### config.mk
export PLATFORM = sky130hd
export DESIGN_NAME = fast_vram_slot_sched
export DESIGN_NICKNAME = d
export VERILOG_FILES = /design/src/rtl/fast_vram_slot_sched.sv
export SDC_FILE = /design/constraint.sdc
export NUM_CORES = 1
export LEC_CHECK = 0
export CORE_MARGIN = 2
export CORE_UTILIZATION = 41
export DETAILED_ROUTE_END_ITERATION = 10
export PLACE_DENSITY = 0.81
export SLEW_MARGIN = 20
export SYNTH_ARGS = -nofsm -noshare
export SYNTH_HDL_FRONTEND = slang
export SYNTH_SLANG_ARGS = --single-unit
### constraint.sdc
create_clock -name CLK -period 2 [get_ports CLK]
set_clock_uncertainty 0.2 [all_clocks]
set_input_delay 0.3 -clock CLK [delete_from_list [all_inputs] [get_ports CLK]]
set_output_delay 0.3 -clock CLK [all_outputs]
set_load 0.005 [all_outputs]
### src/rtl/fast_vram_slot_sched.sv
// Fast VRAM slot scheduler: 4-slot round (S0/S1 renderer, S2 writer-or-parser, S3 CPU) on one RAM port.
// Latency: read data and strobes one CLK after the SLOT_EN that ends the slot (slot period + 1 CLK).
// Backpressure: none; renderer/parser/writer are served only in their slot, CPU holds CPU_BUSY until served.
//
// Ports:
//   CLK, RESETP            clock, async active-low reset
//   SLOT_EN, LINE_START    slot boundary strobe; LINE_START with SLOT_EN restarts the round at S0
//   REND_*                 renderer read address in, field/data/valid out
//   PARSE_*                Y-parser read request/address in, data/valid out
//   ACTW_*                 active-list write request/address/data in, done pulse out
//   CPU_*                  CPU request in, busy/ack/read data out
//   FVRAM_*, CWE           RAM address, write data, read data, active-low write enable
//
// Build option: define FVRAM_SCHED_CPU_STEAL_EN to let a pending CPU access use an otherwise idle S2.
module fast_vram_slot_sched #(
  parameter int ADDR_W = 11,
  parameter int DATA_W = 16
) (
  input  logic              CLK,
  input  logic              RESETP,
  input  logic              SLOT_EN,
  input  logic              LINE_START,
  input  logic [ADDR_W-1:0] REND_ADDR,
  output logic              REND_VALID,
  output logic              REND_FIELD,
  output logic [DATA_W-1:0] REND_RDATA,
  input  logic              PARSE_REQ,
  input  logic [ADDR_W-1:0] PARSE_ADDR,
  output logic              PARSE_VALID,
  output logic [DATA_W-1:0] PARSE_RDATA,
  input  logic              ACTW_REQ,
  input  logic [ADDR_W-1:0] ACTW_ADDR,
  input  logic [DATA_W-1:0] ACTW_DATA,
  output logic              ACTW_DONE,
  input  logic              CPU_REQ,
  input  logic              CPU_WE,
  input  logic [ADDR_W-1:0] CPU_ADDR,
  input  logic [DATA_W-1:0] CPU_WDATA,
  output logic              CPU_BUSY,
  output logic              CPU_ACK,
  output logic [DATA_W-1:0] CPU_RDATA,
  output logic [ADDR_W-1:0] FVRAM_ADDR,
  output logic [DATA_W-1:0] FVRAM_DATA_OUT,
  input  logic [DATA_W-1:0] FVRAM_DATA_IN,
  output logic              CWE
);

  typedef enum logic [1:0] {S0 = 2'd0, S1 = 2'd1, S2 = 2'd2, S3 = 2'd3} slot_t;
  typedef enum logic [2:0] {OP_IDLE, OP_REND, OP_PARSE, OP_ACTW, OP_CPU} op_t;

  slot_t             slot_q, slot_d;
  op_t               op_q, op_d;
  logic              field_q, field_d;
  logic [ADDR_W-1:0] addr_d;
  logic [DATA_W-1:0] dout_d;

  logic              cpu_we_q;
  logic [ADDR_W-1:0] cpu_addr_q;
  logic [DATA_W-1:0] cpu_wdata_q;

  logic              cpu_avail;
  logic              wr_slot;

  // A CPU access finishing at this SLOT_EN must not be issued again in the next slot.
  assign cpu_avail = CPU_BUSY && (op_q != OP_CPU);
  assign wr_slot   = (op_q == OP_ACTW) || ((op_q == OP_CPU) && cpu_we_q);

  always_ff @(posedge CLK or negedge RESETP) begin
    if (!RESETP) begin
      slot_q  <= S3;
      op_q    <= OP_IDLE;
      field_q <= 1'b0;
    end else begin
      slot_q  <= slot_d;
      op_q    <= op_d;
      field_q <= field_d;
    end
  end

  // Next slot and the access it will carry; everything is decided at the SLOT_EN that opens it.
  always_comb begin
    slot_d  = slot_q;
    op_d    = op_q;
    field_d = field_q;
    addr_d  = FVRAM_ADDR;
    dout_d  = FVRAM_DATA_OUT;
    if (SLOT_EN) begin
      slot_d = LINE_START ? S0 : slot_t'(slot_q + 2'd1);
      op_d   = OP_IDLE;
      unique case (slot_d)
        S0, S1: begin
          op_d    = OP_REND;
          addr_d  = REND_ADDR;
          field_d = (slot_d == S1);
        end
        S2: begin
          if (ACTW_REQ) begin
            op_d   = OP_ACTW;
            addr_d = ACTW_ADDR;
            dout_d = ACTW_DATA;
          end else if (PARSE_REQ) begin
            op_d   = OP_PARSE;
            addr_d = PARSE_ADDR;
          end
`ifdef FVRAM_SCHED_CPU_STEAL_EN
          else if (cpu_avail) begin
            op_d   = OP_CPU;
            addr_d = cpu_addr_q;
            if (cpu_we_q) dout_d = cpu_wdata_q;
          end
`endif
        end
        S3: begin
          if (cpu_avail) begin
            op_d   = OP_CPU;
            addr_d = cpu_addr_q;
            if (cpu_we_q) dout_d = cpu_wdata_q;
          end
        end
        default: ;
      endcase
    end
  end

  always_ff @(posedge CLK or negedge RESETP) begin
    if (!RESETP) begin
      REND_VALID     <= 1'b0;
      REND_FIELD     <= 1'b0;
      REND_RDATA     <= '0;
      PARSE_VALID    <= 1'b0;
      PARSE_RDATA    <= '0;
      ACTW_DONE      <= 1'b0;
      CPU_BUSY       <= 1'b0;
      CPU_ACK        <= 1'b0;
      CPU_RDATA      <= '0;
      cpu_we_q       <= 1'b0;
      cpu_addr_q     <= '0;
      cpu_wdata_q    <= '0;
      FVRAM_ADDR     <= '0;
      FVRAM_DATA_OUT <= '0;
      CWE            <= 1'b1;
    end else begin
      REND_VALID     <= 1'b0;
      PARSE_VALID    <= 1'b0;
      ACTW_DONE      <= 1'b0;
      CPU_ACK        <= 1'b0;
      FVRAM_ADDR     <= addr_d;
      FVRAM_DATA_OUT <= dout_d;

      // CWE rises at the slot boundary and falls one CLK later, giving address setup
      // and no write-enable overlap between consecutive write slots.
      if (SLOT_EN)      CWE <= 1'b1;
      else if (wr_slot) CWE <= 1'b0;

      if (SLOT_EN) begin
        unique case (op_q)
          OP_REND: begin
            REND_VALID <= 1'b1;
            REND_FIELD <= field_q;
            REND_RDATA <= FVRAM_DATA_IN;
          end
          OP_PARSE: begin
            PARSE_VALID <= 1'b1;
            PARSE_RDATA <= FVRAM_DATA_IN;
          end
          OP_ACTW: ACTW_DONE <= 1'b1;
          OP_CPU: begin
            CPU_ACK <= 1'b1;
            if (!cpu_we_q) CPU_RDATA <= FVRAM_DATA_IN;
          end
          default: ;
        endcase
      end

      if (SLOT_EN && (op_q == OP_CPU)) begin
        CPU_BUSY <= 1'b0;
      end else if (CPU_REQ && !CPU_BUSY) begin
        CPU_BUSY    <= 1'b1;
        cpu_we_q    <= CPU_WE;
        cpu_addr_q  <= CPU_ADDR;
        cpu_wdata_q <= CPU_WDATA;
      end
    end
  end

endmodule

Word level (Yosys, flattened, before mapping)
Cells that the tools add are included.
{"block": "op_classes", "n_addsub": 1, "n_eq_ne": 12, "n_reduce_logical": 18, "n_mux": 25, "bitwise": 2}
{"op": "$mux W16", "n": 3}
{"op": "$mux W11", "n": 3}
{"op": "$pmux W11 S3", "n": 1}
{"op": "$pmux W16 S2", "n": 1}
{"op": "$mux W1", "n": 12}
{"op": "$pmux W3 S3", "n": 1}
{"op": "$reduce_and A2 Y1", "n": 4}
{"op": "$eq A3 B2 Y1 const B", "n": 2}
{"op": "$mux W2", "n": 3}
{"op": "$ne A2 B2 Y1 const B", "n": 3}
{"op": "$ne A3 B3 Y1 const B", "n": 2}
{"op": "$reduce_and A3 Y1", "n": 2}
{"op": "$reduce_bool A2 Y1", "n": 3}
{"op": "$reduce_and A5 Y1", "n": 1}
{"op": "$eq A2 B2 Y1 const B", "n": 2}
{"op": "$logic_and A1 B1 Y1", "n": 4}
{"op": "$eq A3 B1 Y1 const B", "n": 1}
{"op": "$eq A3 B3 Y1 const B", "n": 1}
{"op": "$mux W3", "n": 1}
{"op": "$add A2 B1 Y2 const B", "n": 1}
{"op": "$eq A2 B1 Y1 const B", "n": 1}
{"op": "$logic_not A2 Y1", "n": 1}
{"op": "$not A1 Y1", "n": 2}
{"op": "$reduce_or A2 Y1", "n": 1}
{"op": "2 further kinds", "n": 2}
{"block": "totals", "reg_bits": 116, "output_inout_bits": 82, "wordCells": 76, "in_bits": 100}

Depth between registers and ports, before layout
Gate-level depths: netlist (run 1).
{"block": "logic_depth", "ltp_word": 5, "mapped_depth": 7, "depth_no_buf": 4}

Worst setup path after synthesis (run 1)
Ideal clock, no wire load.
{"block": "synth_path", "path_type": "register to register", "startpoint": "reg slot_q[1]", "endpoint": "reg FVRAM_DATA_OUT[13]", "t_arrival_ns": 1.790, "path_slack_ns": -0.115, "required_ns": 1.675, "path_stages_with_launch": 5, "synth_period_minus_slack_ns": 2.115, "path_buffers": 1, "path_cell_list": "dfstp_2 > nor3b_4 > clkbuf_1 > mux2_2 > mux2_4"}
{"block": "synth_via", "elab_chain_cells": 5, "elab_cells_between_ends": 10, "classes_between": "add/sub: 1; eq/ne: 5; mux: 2; reduce/logical: 2"}
{"item": "start: declaration", "line_no": "51", "rtl": "slot_t slot_q, slot_d;"}
{"item": "start signal: assignment", "line_no": "74", "rtl": "slot_q <= slot_d;"}
{"item": "$add A2 B1 Y2 (*)", "line_no": "88", "rtl": "slot_d = LINE_START ? S0 : slot_t'(slot_q + 2'd1);"}
{"item": "$mux W2 (*)", "line_no": "88"}
{"item": "$eq A2 B2 Y1", "line_no": "90", "rtl": "unique case (slot_d)"}
{"item": "$ne A2 B2 Y1 (no source line) / $reduce_bool A2 Y1 (equally long branches)"}
{"item": "$reduce_and A5 Y1 (no source line)"}
{"item": "end signal: assignment", "line_no": "148", "rtl": "FVRAM_DATA_OUT <= dout_d;"}
{"item": "end: declaration", "line_no": "43", "rtl": "output logic [DATA_W-1:0] FVRAM_DATA_OUT,"}
Every way passes the cells marked *; elsewhere a longest branch is shown, timed or not.
A chain may end at the register's enable or synchronous reset.

Final worst setup path (run 1)
{"block": "layout_path", "startpoint": "reg slot_q[0]", "endpoint": "reg FVRAM_ADDR[1]"}
{"block": "layout_via", "elab_chain_cells": 5, "elab_cells_between_ends": 11, "classes_between": "add/sub: 1; eq/ne: 5; mux: 2; reduce/logical: 3"}
{"item": "$add A2 B1 Y2 (*)", "line_no": "88"}
{"item": "$mux W2 (*)", "line_no": "88"}
{"item": "$eq A2 B2 Y1, or another cell as far along", "line_no": "90"}
{"item": "$ne A3 B3 Y1 (no source line), or another cell as far along"}
{"item": "$reduce_and A3 Y1 (no source line) / $pmux W11 S3 (equally long branches)"}
{"item": "end signal: assignment", "line_no": "147", "rtl": "FVRAM_ADDR <= addr_d;"}
{"item": "end: declaration", "line_no": "42", "rtl": "output logic [ADDR_W-1:0] FVRAM_ADDR,"}
Marks and branches as above.

==> metrics.cfg, run 1 <==
[status]
status = finished with violations
failed_checks = setup timing

[cts]
clock_insertion_delay_worst_skew_ns = 0.41
tritoncts = built
cts_buffer_depth = 2
level_count_of_the_clock_h_tree = 4
numClockSinks = 116
cts_root_buffer = clkbuf_16
clkTransAtPathRegs_ns = 0.05
cts_inserted_buffers = 17

[logic_synthesis]
synth_top_area_cell = dfrtp_1
synth.top_cells.by_count = 113 x dfrtp_1, 76 x mux2_2, 30 x mux2_4
synth.yosys.seq_area_share_pct = 56.52
synth-main-ff-cell = dfrtp_1
syn-instance-count = 344
synth_warnings = 0
yosys.area.top_type_share_pct = 54.99
syn_area_mm2 = 0.005142
synth.net_count = 444
netlist-cell-type-count = 41
synth_seq_cells = 116
postSynth.asyncResetShare_pct = 100.0
post_synth.cell_area_avg_um2 = 14.95
yosys-top-cells-area = dfrtp_1 55%, mux2_2 17%, mux2_4 8.8%
yosysMostFrequentCell = dfrtp_1
synth_edf_count = 0

[pwr]
ir_drop_mv = 0.6900
power.leakage_nw = 3.537
power_density_mw_per_mm2 = 1139

[die]
fp.dieH_um = 116.0
floorplan.io_pins = 182
fp.dieArea_mm2 = 0.01345
starting_density_of_the_core_pct = 42.46
chipWidth_um = 116.0
core_mm2 = 0.01211
num_rows = 40

[detailed_routing]
wire_per_inst_um = 19.21
first_iter_violations = 191
drt-vias-per-instance = 5.049
route.vias.total = 3721
route.detailed.drc = 0
postRouteWirelength_um = 14160
postRouteAntennaNets = 0
first_pass_iters = 4

[sta]
achievable-frequency_mhz = 493.8
timing.max_slew.rel_slack_pct = 60.15
timing.hold.ws_ns = 0.2472
drv_slew = 0
finalHoldViolCount = 0
fin_ws_ns = -0.02512
fin_crit_ns = 2.025
grt_setup_unrepaired = true
report.final.setup_viol = 10
worst-slew-pin-transition_ns = 0.5978
min_period_over_period_pct = 101.3

[global_routing]
grt_max_degree = 44
gr-usage-all-layers_pct = 21.18
first_pass_grt_wire_length_um = 21190
globalRoute.totalOverflow = 0
first_global_vias = 3952
antenna_found_initial = 0

[min_path]
min-delay-path-class = in -> async

[critical_path]
worst_setup_path_end_kind = flop
worst-endpoint-arrival_ns = 2.11
required_ns = 2.09
critical_path.max_fanout = 5
critical_path.startpoint = slot_q[0]$_DFFE_PN1P_
worst_case_reg_to_reg_path_depth = 5
startpoint_type = flop
critPathKind = reg -> reg
worst_r2r_startpoint = slot_q[0]$_DFFE_PN1P_

[layout]
area_delta_synth_final_pct = 59.05
nets = 659
final_core_util_pct = 67.53
diodes = 0
share_of_cells_above_drive_strength_1_pct = 33.39

[run]
maxCapViolations = 0

[placement]
io_buffer_count = 181
place_hpwl_um = 9749
gp_congestion = 0.7717

## flip-flops by register name, summed over array words and instances (netlist names), 2 cells and up
signal and cells:
REND_RDATA 16, cpu_addr_q 11, cpu_wdata_q 16, CPU_RDATA 16
slot_q 2, op_q 3, PARSE_RDATA 16, FVRAM_ADDR 11
FVRAM_DATA_OUT 16
## where the power goes
group          internal, W  total (W)  switching (W)
Sequential         0.00311    0.00357       0.000457
Clock              0.00191    0.00289       0.000979
Combinational      0.00202    0.00286       0.000843
## worst max-delay path: stages (launching register included)
cell and delay, ns:
dfstp_2 0.57, or3b_4 0.40, nor3_2 0.11, or2_4 0.17
clkbuf_16 0.14, mux2_2 0.33
## final timing paths
path,end,slack (ns)
max,FVRAM_ADDR[1]$_DFFE_PN0P_,-0.03
min,CPU_RDATA[3]$_DFFE_PN0P_,0.25
max reg2reg,FVRAM_ADDR[1]$_DFFE_PN0P_,-0.03
min reg2reg,CPU_RDATA[8]$_DFFE_PN0P_,0.28
max in group asynchronous,FVRAM_ADDR[7]$_DFFE_PN0P_,0.71
min in group CLK,CPU_RDATA[8]$_DFFE_PN0P_,0.28
## final cells by class
type | instances | area (µm²)
Clock buffer | 25 | 525.5
Fill cell | 872 | 3933
Inverter | 3 | 11.26
Tap cell | 168 | 210.2
Sequential cell | 116 | 2907
Multi-Input combinational cell | 204 | 2212
Clock inverter | 4 | 45.04
Timing Repair Buffer | 217 | 2268
## layout by cell type, fill, tap and decap left out, drive strengths merged, types with 2 or more instances in the layout
master         instances
a2bb2oi                2
dfstp                  3
nor2                  12
clkdlybuf4s50        179
o2bb2ai                2
or3b                   2
mux2i                 12
o21ai                 11
nor3b                  5
a31oi                  4
buf                   34
o311a                  4
clkbuf                27
nand2b                 2
inv                    3
a221o                  7
clkinv                 3
nand2                  8
nor3                   2
dfrtp                113
mux2                 120
## what timing repair did
action | in CTS | in global routing
setup buffers | 2 | 0
hold endpoints to repair | 37 | 0
gates resized for setup | 10 | 27
pin swaps | 1 | 1
hold buffers | 1 | 0
gates cloned | 1 | 2
endpoints found under the setup margin | 55 | 58
## stage by stage
| stage | std cells | cell area (µm²) | TNS (ns) | setup WS, ns | total power [W] |
|---|---|---|---|---|---|
| CTS | 735 | 8030 | -0.2154 | -0.02660 | 0.009264 |
| global route | 737 | 8179 | -1.864 | -0.08546 | 0.009745 |
| global placement | 703 | 7381 | -21.24 | -0.3058 | 0.006177 |
| finish | 737 | 8179 | -0.1429 | -0.02512 | 0.009313 |
| floorplan | 344 | 5154 | -0.4385 | -0.04334 | 0.004598 |
| detailed placement | 703 | 7381 | -23.57 | -0.3931 | 0.006284 |
## routing by layer
metal	vias to the layer above	GRT usage (%)	wire length, µm
met5	-	0	0
met4	0	9.841	406
met3	31	5.335	689
met2	121	36.10	7546
met1	1883	25.28	5516
li1	1686	-	-
## kinds of logic (layout without fill, tap and decap cells)
family / count (synthesis) / count (layout) / share of synthesized area (%)
AND/OR/NAND/NOR: 37 / 37 / 4.453
buffers and inverters: 24 / 249 / 2.871
multiplexers: 132 / 132 / 30.80
AO/OA/AOI/OAI: 34 / 34 / 5.183
XOR/XNOR: 1 / 1 / 0.1703
flip-flops: 116 / 116 / 56.52
Note: power is estimated with default switching activity, not from simulation.
==> run 2, diff against run 1 <==
--- a/config.mk
+++ b/config.mk
@@ -5,9 +5,10 @@
 export SDC_FILE = /design/constraint.sdc
 export NUM_CORES = 1
 export LEC_CHECK = 0
-export CORE_MARGIN = 2
+export CORE_MARGIN = 3
 export CORE_UTILIZATION = 41
 export DETAILED_ROUTE_END_ITERATION = 10
+export GPL_TIMING_DRIVEN = 0
 export PLACE_DENSITY = 0.81
 export SLEW_MARGIN = 20
 export SYNTH_ARGS = -nofsm -noshare
==> constraint.sdc (replaced) <==
create_clock -name CLK -period 2 [get_ports CLK]
set_clock_uncertainty 0.2 [all_clocks]
set_input_delay 0.2 -clock CLK [delete_from_list [all_inputs] [get_ports CLK]]
set_output_delay 0.2 -clock CLK [all_outputs]
set_load 0.005 [all_outputs]
==> run 2 against run 1 <==
The run still ends with setup timing left; critical path depth grew 3; sequential cell count unchanged; sequential power is essentially flat; cell area up 1.4%; clock power shrank 3%; power fell by 0.35%; sequential share of layout area shrank 0.48 points; utilization increased by 0.95 points.
==> metrics.cfg, run 2 (same netlist as run 1, synthesis figures left out) <==
[status]
status = finished with violations
failed_checks = setup timing

[cts]
tritoncts = built
clock_insertion_delay_worst_skew_ns = 0.41
cts_buffer_depth = 2
cts_inserted_buffers = 17
cts_root_buffer = clkbuf_16
clkTransAtPathRegs_ns = 0.05
level_count_of_the_clock_h_tree = 4
numClockSinks = 116

[sta]
fin_ws_ns = -0.1305
drv_slew = 0
fin_setup_tns_ns = -2.218
worst-slew-pin-transition_ns = 0.4785
achievable-frequency_mhz = 469.4
finalHoldViolCount = 0
report.final.setup_viol = 36
fin_crit_ns = 2.131
min_period_over_period_pct = 106.5
timing.max_slew.rel_slack_pct = 68.10
grt_setup_unrepaired = true

[layout]
diodes = 0
footprint_of_the_multi_input_gates_mm2 = 0.002243
nets = 676
layoutNonFillerInstCount = 757
area_delta_synth_final_pct = 61.29
final_core_util_pct = 68.48
postLayoutCellArea_mm2 = 0.008294
seq_area_mm2 = 0.002908
layout_fillers = 882
share_of_cells_above_drive_strength_1_pct = 36.50
mostFrequentLayoutCell = clkdlybuf4s50_1
final_cell_mix = 177 x clkdlybuf4s50_1, 112 x dfrtp_1, 62 x mux2_4, 58 x mux2_2, 25 x buf_4

[pwr]
p_clk_share_pct = 30.2
power_frac_comb_pct = 31.7
power_density_mw_per_mm2 = 1119
ir_drop_mv = 0.7623
power.leakage_nw = 3.616
switching_power_share_of_the_total_pct = 24.77
sw_power_w = 0.002298
cell_internal_pwr_w = 0.006982
sequentialPowerShare_pct = 38.1

[global_routing]
first_pass_grt_wire_length_um = 23720
grt_max_degree = 68
antenna_found_initial = 1
gr-usage-all-layers_pct = 22.17
first_global_vias = 4235
globalRoute.totalOverflow = 0

[critical_path]
worst_r2r_startpoint = slot_q[0]$_DFFE_PN1P_
path_cells = buf_6 > nor3b_4 > buf_6 > a2bb2oi_4 > o21ai_4 > buf_6 > buf_12 > mux2_4
critical_path.max_fanout = 5
worst-endpoint-arrival_ns = 2.22
startpoint_type = flop
crit_path_frequent_cell = buf_6
timing.rr.end = FVRAM_DATA_OUT[13]$_DFFE_PN0P_
worst_path_largest_cell_delay_ns = 0.53
worst_setup_path_end_kind = flop
critPathKind = reg -> reg
ff2ff_setup_slack_ns = -0.13
worst_case_reg_to_reg_path_depth = 8
required_ns = 2.09
critical_path.slowest_cell = dfstp_2

[detailed_routing]
wire_per_inst_um = 19.86
route.vias.total = 3800
drt-vias-per-instance = 5.020
postRouteWirelength_um = 15040
route.detailed.drc = 0
postRouteAntennaNets = 0
first_pass_iters = 5
first_iter_violations = 272

[die]
num_rows = 40
starting_density_of_the_core_pct = 42.46
fp.dieArea_mm2 = 0.01392
fp.dieH_um = 118.0
chipWidth_um = 118.0
core_mm2 = 0.01211
floorplan.io_pins = 182

[placement]
postPlaceCellArea_mm2 = 0.007174
place_hpwl_um = 9826
pre_cts_setup_slack_ns = -0.4285
io_buffer_count = 178
gp_congestion = 0.8642
dp_cells = 691

[min_path]
min-delay-path-class = in -> async

[run]
maxCapViolations = 0

[run 2: changes by cell type in the layout (fill, tap and decap cells not counted), moves of 2 or more]
cell / delta
mux2_2: +3
buf_4: +4
mux2_1: -11
dlygate4sd3_1: +2
buf_8: +3
buf_6: +10
clkbuf_1: +5
or3b_1: +2
or3b_4: -2
buf_12: -6
clkdlybuf4s50_1: -2
mux2_4: +8
buf_2: +4
[run 2: worst max-delay path by stage]
stage          cells after the start                              to  slack, ns                   from
6_report                           8  FVRAM_DATA_OUT[13]$_DFFE_PN0P_      -0.13  slot_q[0]$_DFFE_PN1P_
5_1_grt                            8   FVRAM_DATA_OUT[6]$_DFFE_PN0P_      -0.17  slot_q[0]$_DFFE_PN1P_
2_1_floorplan                      6  FVRAM_DATA_OUT[10]$_DFFE_PN0P_      -0.04  slot_q[0]$_DFFE_PN1P_
3_5_place_dp                       5  FVRAM_DATA_OUT[13]$_DFFE_PN0P_      -0.43  slot_q[1]$_DFFE_PN1P_
4_1_cts                            8   FVRAM_DATA_OUT[6]$_DFFE_PN0P_      -0.12  slot_q[0]$_DFFE_PN1P_
3_3_place_gp                       1  FVRAM_DATA_OUT[11]$_DFFE_PN0P_      -3.76                 RESETP
[run 2: area by class of cell]
class / count / area share, %
repair buffers: 214 / 25.89
clock inverters: 3 / 0.1810
flip-flops and latches: 116 / 35.06
clock buffers: 29 / 6.517
inverters: 3 / 0.1358
multi-input cells: 204 / 27.05
plain buffers: 20 / 2.640
well taps: 168 / 2.534
[run 2: what timing repair did]
| item | CTS | global route |
|---|---|---|
| hold buffers | 3 | 0 |
| endpoints found under the hold margin | 117 | 0 |
| resized for setup | 49 | 23 |
| pin swaps | 7 | 1 |
| setup buffers | 21 | 8 |
| cloned | 2 | 1 |
| endpoints found under the setup margin | 81 | 88 |
[run 2: critical path: cells and delay by family, from the launching register on]
family,cells,cell delay [ns]
buf+inv,4,0.51
simple gates,1,0.04
compound gates,2,0.42
flops,1,0.53
mux,1,0.30
[run 2: power by group through the flow]
stage	logic, W	clock network (W)	registers (W)
floorplan	0.00107	0	0.00352
global placement	0.00258	0	0.00351
detailed placement	0.00264	0	0.00355
CTS	0.00289	0.00285	0.00353
global route	0.00312	0.00297	0.00363
finish	0.00294	0.00280	0.00354
[run 2: through the flow]
step | hold WS, ns | power, W
after detailed placement | -0.02629 | 0.006198
after CTS | 0.1016 | 0.009276
after global placement | 0.2678 | 0.006098
final | 0.1271 | 0.009280
after global routing | 0.1450 | 0.009717
after floorplan | -0.2956 | 0.004598
[run 2: per-layer routing]
metal  track usage [%]  vias up  routed length, µm
met1             25.93     1928               6023
met5                 0        -                  9
li1                  -     1717                  -
met3             6.535       33                694
met2             37.51      120               7896
met4             10.33        2                414
